`src/rtl/apb_mst_pkg.sv`:
```
// Shared types and default sizing for the APB master.
package apb_mst_pkg;

    typedef enum logic [1:0] {
        IDLE   = 2'd0,
        SETUP  = 2'd1,
        ACCESS = 2'd2
    } apb_state_t;

    localparam int ADDR_W_DEF  = 4;
    localparam int DATA_W_DEF  = 8;
    localparam int TMO_CYC_DEF = 16;

    // Counter width able to hold the value n itself.
    function automatic int cnt_width(input int n);
        return (n < 2) ? 1 : $clog2(n + 1);
    endfunction

endpackage

```
`src/rtl/apb_mst_tmo.sv`:
```
// ACCESS wait-state watchdog: counts consecutive stalled cycles, flags the one that hits TMO_CYC.
module apb_mst_tmo
    import apb_mst_pkg::*;
#(
    parameter int TMO_CYC = TMO_CYC_DEF
) (
    input  logic clk,
    input  logic rst,
    input  logic clr,
    input  logic inc,
    output logic expired
);

    localparam int CW = cnt_width(TMO_CYC);

    logic [CW-1:0] cnt;

    always_ff @(posedge clk) begin
        if (rst || clr) begin
            cnt <= '0;
        end else if (inc) begin
            cnt <= cnt + 1'b1;
        end
    end

    // The stalled cycle that would make the count reach TMO_CYC is the expiring one.
    assign expired = inc && (cnt == CW'(TMO_CYC - 1));

endmodule

```
`src/rtl/apb_master.sv`:
```
// Command-to-APB bridge with registered APB outputs and one-cycle response pulse.
// Optional ACCESS timeout enabled by defining APB_MST_TIMEOUT_EN.
//
// state  | meaning
// IDLE   | no transfer, ready for a command
// SETUP  | PSEL=1 PENABLE=0, address phase
// ACCESS | PSEL=1 PENABLE=1, waiting for PREADY
module apb_master
    import apb_mst_pkg::*;
#(
    parameter int ADDR_W  = ADDR_W_DEF,
    parameter int DATA_W  = DATA_W_DEF,
    parameter int TMO_CYC = TMO_CYC_DEF
) (
    input  logic              clk,
    input  logic              rst,
    input  logic              cmd_valid,
    output logic              cmd_ready,
    input  logic              cmd_write,
    input  logic [ADDR_W-1:0] cmd_addr,
    input  logic [DATA_W-1:0] cmd_wdata,
    output logic              rsp_valid,
    output logic [DATA_W-1:0] rsp_rdata,
    output logic              rsp_err,
    output logic              PSEL,
    output logic              PENABLE,
    output logic              PWRITE,
    output logic [ADDR_W-1:0] PADDR,
    output logic [DATA_W-1:0] PWDATA,
    input  logic [DATA_W-1:0] PRDATA,
    input  logic              PREADY
);

    apb_state_t state;
    logic       accept;
    logic       done;

    if (TMO_CYC < 1) begin : g_bad_tmo
        $error("apb_master: TMO_CYC must be at least 1");
    end

    assign done      = (state == ACCESS) && PREADY;
    assign cmd_ready = !rst && ((state == IDLE) || done);
    assign accept    = cmd_valid && cmd_ready;

`ifdef APB_MST_TIMEOUT_EN
    logic tmo_expired;
    logic rsp_err_q;

    apb_mst_tmo #(
        .TMO_CYC (TMO_CYC)
    ) u_tmo (
        .clk     (clk),
        .rst     (rst),
        .clr     (accept),
        .inc     ((state == ACCESS) && !PREADY),
        .expired (tmo_expired)
    );

    assign rsp_err = rsp_err_q;
`else
    assign rsp_err = 1'b0;
`endif

    always_ff @(posedge clk) begin
        if (rst) begin
            state     <= IDLE;
            PSEL      <= 1'b0;
            PENABLE   <= 1'b0;
            PWRITE    <= 1'b0;
            PADDR     <= '0;
            PWDATA    <= '0;
            rsp_valid <= 1'b0;
            rsp_rdata <= '0;
`ifdef APB_MST_TIMEOUT_EN
            rsp_err_q <= 1'b0;
`endif
        end else begin
            rsp_valid <= 1'b0;
`ifdef APB_MST_TIMEOUT_EN
            rsp_err_q <= 1'b0;
`endif
            case (state)
                IDLE: begin
                    if (accept) begin
                        PWRITE  <= cmd_write;
                        PADDR   <= cmd_addr;
                        PWDATA  <= cmd_wdata;
                        PSEL    <= 1'b1;
                        PENABLE <= 1'b0;
                        state   <= SETUP;
                    end
                end
                SETUP: begin
                    PENABLE <= 1'b1;
                    state   <= ACCESS;
                end
                ACCESS: begin
                    if (PREADY) begin
                        rsp_valid <= 1'b1;
                        if (!PWRITE) begin
                            rsp_rdata <= PRDATA;
                        end
                        // A command accepted on the completing cycle chains straight into SETUP.
                        if (accept) begin
                            PWRITE  <= cmd_write;
                            PADDR   <= cmd_addr;
                            PWDATA  <= cmd_wdata;
                            PENABLE <= 1'b0;
                            state   <= SETUP;
                        end else begin
                            PSEL    <= 1'b0;
                            PENABLE <= 1'b0;
                            state   <= IDLE;
                        end
                    end
`ifdef APB_MST_TIMEOUT_EN
                    else if (tmo_expired) begin
                        PSEL      <= 1'b0;
                        PENABLE   <= 1'b0;
                        rsp_valid <= 1'b1;
                        rsp_err_q <= 1'b1;
                        state     <= IDLE;
                    end
`endif
                end
                default: begin
                    PSEL    <= 1'b0;
                    PENABLE <= 1'b0;
                    state   <= IDLE;
                end
            endcase
        end
    end

endmodule

```
`config.mk`:
```
export PLATFORM = sky130hd
export DESIGN_NAME = apb_master
export DESIGN_NICKNAME = d
export VERILOG_FILES = /design/src/rtl/apb_mst_pkg.sv /design/src/rtl/apb_mst_tmo.sv /design/src/rtl/apb_master.sv
export SDC_FILE = /design/constraint.sdc
export NUM_CORES = 1
export LEC_CHECK = 0
export BUFFER_PORTS_ARGS = -buffer_cell sky130_fd_sc_hd__buf_2
export CORE_UTILIZATION = 44
export DETAILED_ROUTE_END_ITERATION = 12
export GPL_TIMING_DRIVEN = 0
export PLACE_DENSITY_LB_ADDON = 0.3
export SLEW_MARGIN = 20
export SYNTH_ARGS = -nofsm -noshare
export SYNTH_HDL_FRONTEND = slang
export SYNTH_SLANG_ARGS = --single-unit
export TNS_END_PERCENT = 50
```
`constraint.sdc`:
```
create_clock -name clk -period 2 [get_ports clk]
set_clock_uncertainty 0.1 [all_clocks]
set_input_delay 0.5 -clock clk [delete_from_list [all_inputs] [get_ports clk]]
set_output_delay 0.5 -clock clk [all_outputs]
set_load 0.05 [all_outputs]
```
==> metrics.md <==
| Metric | Value |
|---|---|
| PnR worst setup slack | 220.3 ps |
| DP HPWL | 1365 um |
| Clock tree buffer depth | 2 |
| Post-Synthesis Cells | 88 |
| Cell area after layout | 1334 um2 |
| Tightest Hold Check Type | input port to register |
| GR Overflow Total | 0 |
| Site Rows | 17 |
| Worst hold margin | 302.5 ps |
| Final-stage net count | 166 |
| Mean area per synthesized cell | 11.59 um2 |
| Commonest non-fill, non-tap cell in the layout | buf_2 |
| 1st-iter DRT viols | 8 |
| RSZ-0062 raised after global routing | false |
| Die ar. | 2514 um2 |
| Placement Cell Area | 1305 um2 |
| Place WS | -3.273 ps |
| Commonest cells after routing, fill and taps aside | buf_2, dfxtp_1, nor2b_1, nor2_1 |
| Largest net degree at the start of global routing | 16 |
| Slew Viols, Final | 0 |
| Mapped cell area | 1020 um2 |
| CTS tree | yes |
| Met1 Use GR | 0.1935 |
| Max VDD drop | 0.4386 mV |
| Yosys top cell by area | dfxtp_1 |
| Final min period | 1780 ps |
| Nature of the critical path endpoint | output port |
| Synth Register Bits | 25 |
| Worst r2r src | PENABLE$_SDFFE_PP0P_ |
| Vias in the first global route | 716 |
| WL/cell | 10.68 um |
| Post-synth top area share | 0.4908 |
| Core Area | 2191 um2 |
| Initial DRT Pass Iterations | 6 |
| H-tree levels | 1 |
| Leakage | 0.6503 nW |
| Layout cells sized above 1 | 0.5143 |
| Endpoints failing setup | 0 |
| I/O pin total | 51 |
| Area Overhead vs Synth | 30.80% |
| GRT Total Usage | 0.1578 |
| Die width | 50.14 um |
| Setup TNS | 0 ps |
| Pwr/cell area | 758.8 nW/um2 |
| Worst hold path startpoint | cmd_wdata[5] |
| Cts hold-fix bufs | 0 |
| Post-synthesis sequential area ratio | 0.4908 |
| RD Place Congestion | 0.6596 |
| Met2 Use GR | 0.2733 |
| Post-detailed-route count of antenna-violating nets | 0 |
| Largest fanout on the critical path | 6 |
| DRC | 0 |
| Placed cells | 165 |
| Total routed wirelength | 1794 um |
| Area taken by multi-input logic gates | 473.0 um2 |
| First-pass GRT wire length | 3015 um |
| Fillers | 204 |
| CTS sink cnt | 25 |
| Initial Util | 0.4654 |
| Netlist cell types | 21 |
| Initial antenna violation count | 0 |
| Ant diodes | 0 |
| Synth area leaders | dfxtp_1, mux2_4, mux2i_1, nor2b_1, mux2_2 |
| Via Count | 799 |
| Total of max-cap violations | 0 |
| Kind of critical path | register to output port |
| Fmax achieved | 0.5619 GHz |
| Ys Warns | 0 |
| Critical Path RT | 1400 ps |
| I/O Buffers | 49 |
| Post-synthesis net count | 113 |
| Setup Fix Bufs, Post-CTS | 0 |
| CTS Root Cell | clkbuf_4 |
| Non-filler cells, final | 168 |
| Die Span Y | 50.14 um |
| Setup crit start kind | register |
| Utilization after layout | 0.6088 |
| FF-to-FF End | PWDATA[3]$_SDFFE_PP0P_ |
| CTS clock-pin slew for the worst setup and hold paths | 130 ps |
| Met3 usage | 0.03030 |
| Reg2reg setup slack | 430 ps |
| Hold Fails Final Rpt | 0 |
| Gr busiest metal | met2 |
| Hold EP | PWDATA[5]$_SDFFE_PP0P_ |
| Worst-case reg-to-reg path depth | 5 |
| Outcome | finished, final reports clean |
| Number of buffers created by CTS | 3 |
| Hold Path Depth | 2 |
| FF/Latch Area | 500.5 um2 |
| Vias per cell | 4.756 |
| Clock latency on the worst-skew pair | 310 ps |
| Pwr Total | 1.012 mW |
| Period utilization | 0.8899 |
| CP arrival | 1180 ps |
## kinds of logic (layout without fill, tap and decap cells)
logic type             Yosys count  in the layout  synth area share
other                            1              1          0.003677
AO/OA/AOI/OAI                    2              2           0.01227
flip-flops                      25             25            0.4908
AND/OR/NAND/NOR                 32             32            0.1779
multiplexers                    22             22            0.2650
buffers and inverters            6             58           0.05031
## critical path, stage by stage (launching register included)
cell,delay (ps)
dfxtp_1,370
nor2b_2,170
nor3_2,100
buf_4,220
## worst max path at each step
stage          slack [ps]  cells after the start        end            startpoint
2_1_floorplan          40                      2  cmd_ready                   rst
3_3_place_gp           20                      4  cmd_ready                   rst
3_5_place_dp           -3                      4  cmd_ready                   rst
4_1_cts                10                      4  cmd_ready                   rst
5_1_grt               130                      3  cmd_ready  PENABLE$_SDFFE_PP0P_
6_report              220                      3  cmd_ready  PENABLE$_SDFFE_PP0P_
## power breakdown
group	internal (mW)	total, mW	switching [mW]
Combinational	0.0932	0.249	0.156
Sequential	0.527	0.543	0.0157
Clock	0.0761	0.220	0.144
## synthesized netlist by cell type
master    count
nor4bb_1      1
mux2_4        9
a21oi_1       1
buf_12        1
nand3b_1      1
conb_1        1
nand2b_1      1
o21bai_1      1
nor2_1       11
and3_1        1
buf_6         1
mux2_2        4
mux2i_1       9
dfxtp_1      25
nor2b_1      14
nor3_1        1
nor2b_2       1
and3b_1       1
buf_4         1
clkbuf_1      2
buf_2         1
## timing repair
item | CTS | global route
pin swaps | 0 | 0
endpoints found under the setup margin | 1 | 1
resized for setup | 1 | 0
## state kept, by name (all words and copies together), names as in the netlist
signal and count:
PADDR 4, PENABLE 1, PSEL 1, PWDATA 8, PWRITE 1, rsp_rdata 8
rsp_valid 1, state 1
## metal layers
| layer | up-vias | part of all wire |
|---|---|---|
| li1 | 393 | - |
| met1 | 379 | 0.44 |
| met2 | 27 | 0.51 |
| met3 | 0 | 0.059 |
| met4 | 0 | 0 |
| met5 | - | 0 |
## layout make-up
class                      count  share of cell area
timing repair buffer          49              0.1857
buffer                         5             0.03565
sequential                    25              0.3752
multi-input combinational     57              0.3546
clock inverter                 1            0.005629
tap                           28             0.02627
clock buffer                   3             0.01689
Power figures use the tool's default switching activity.
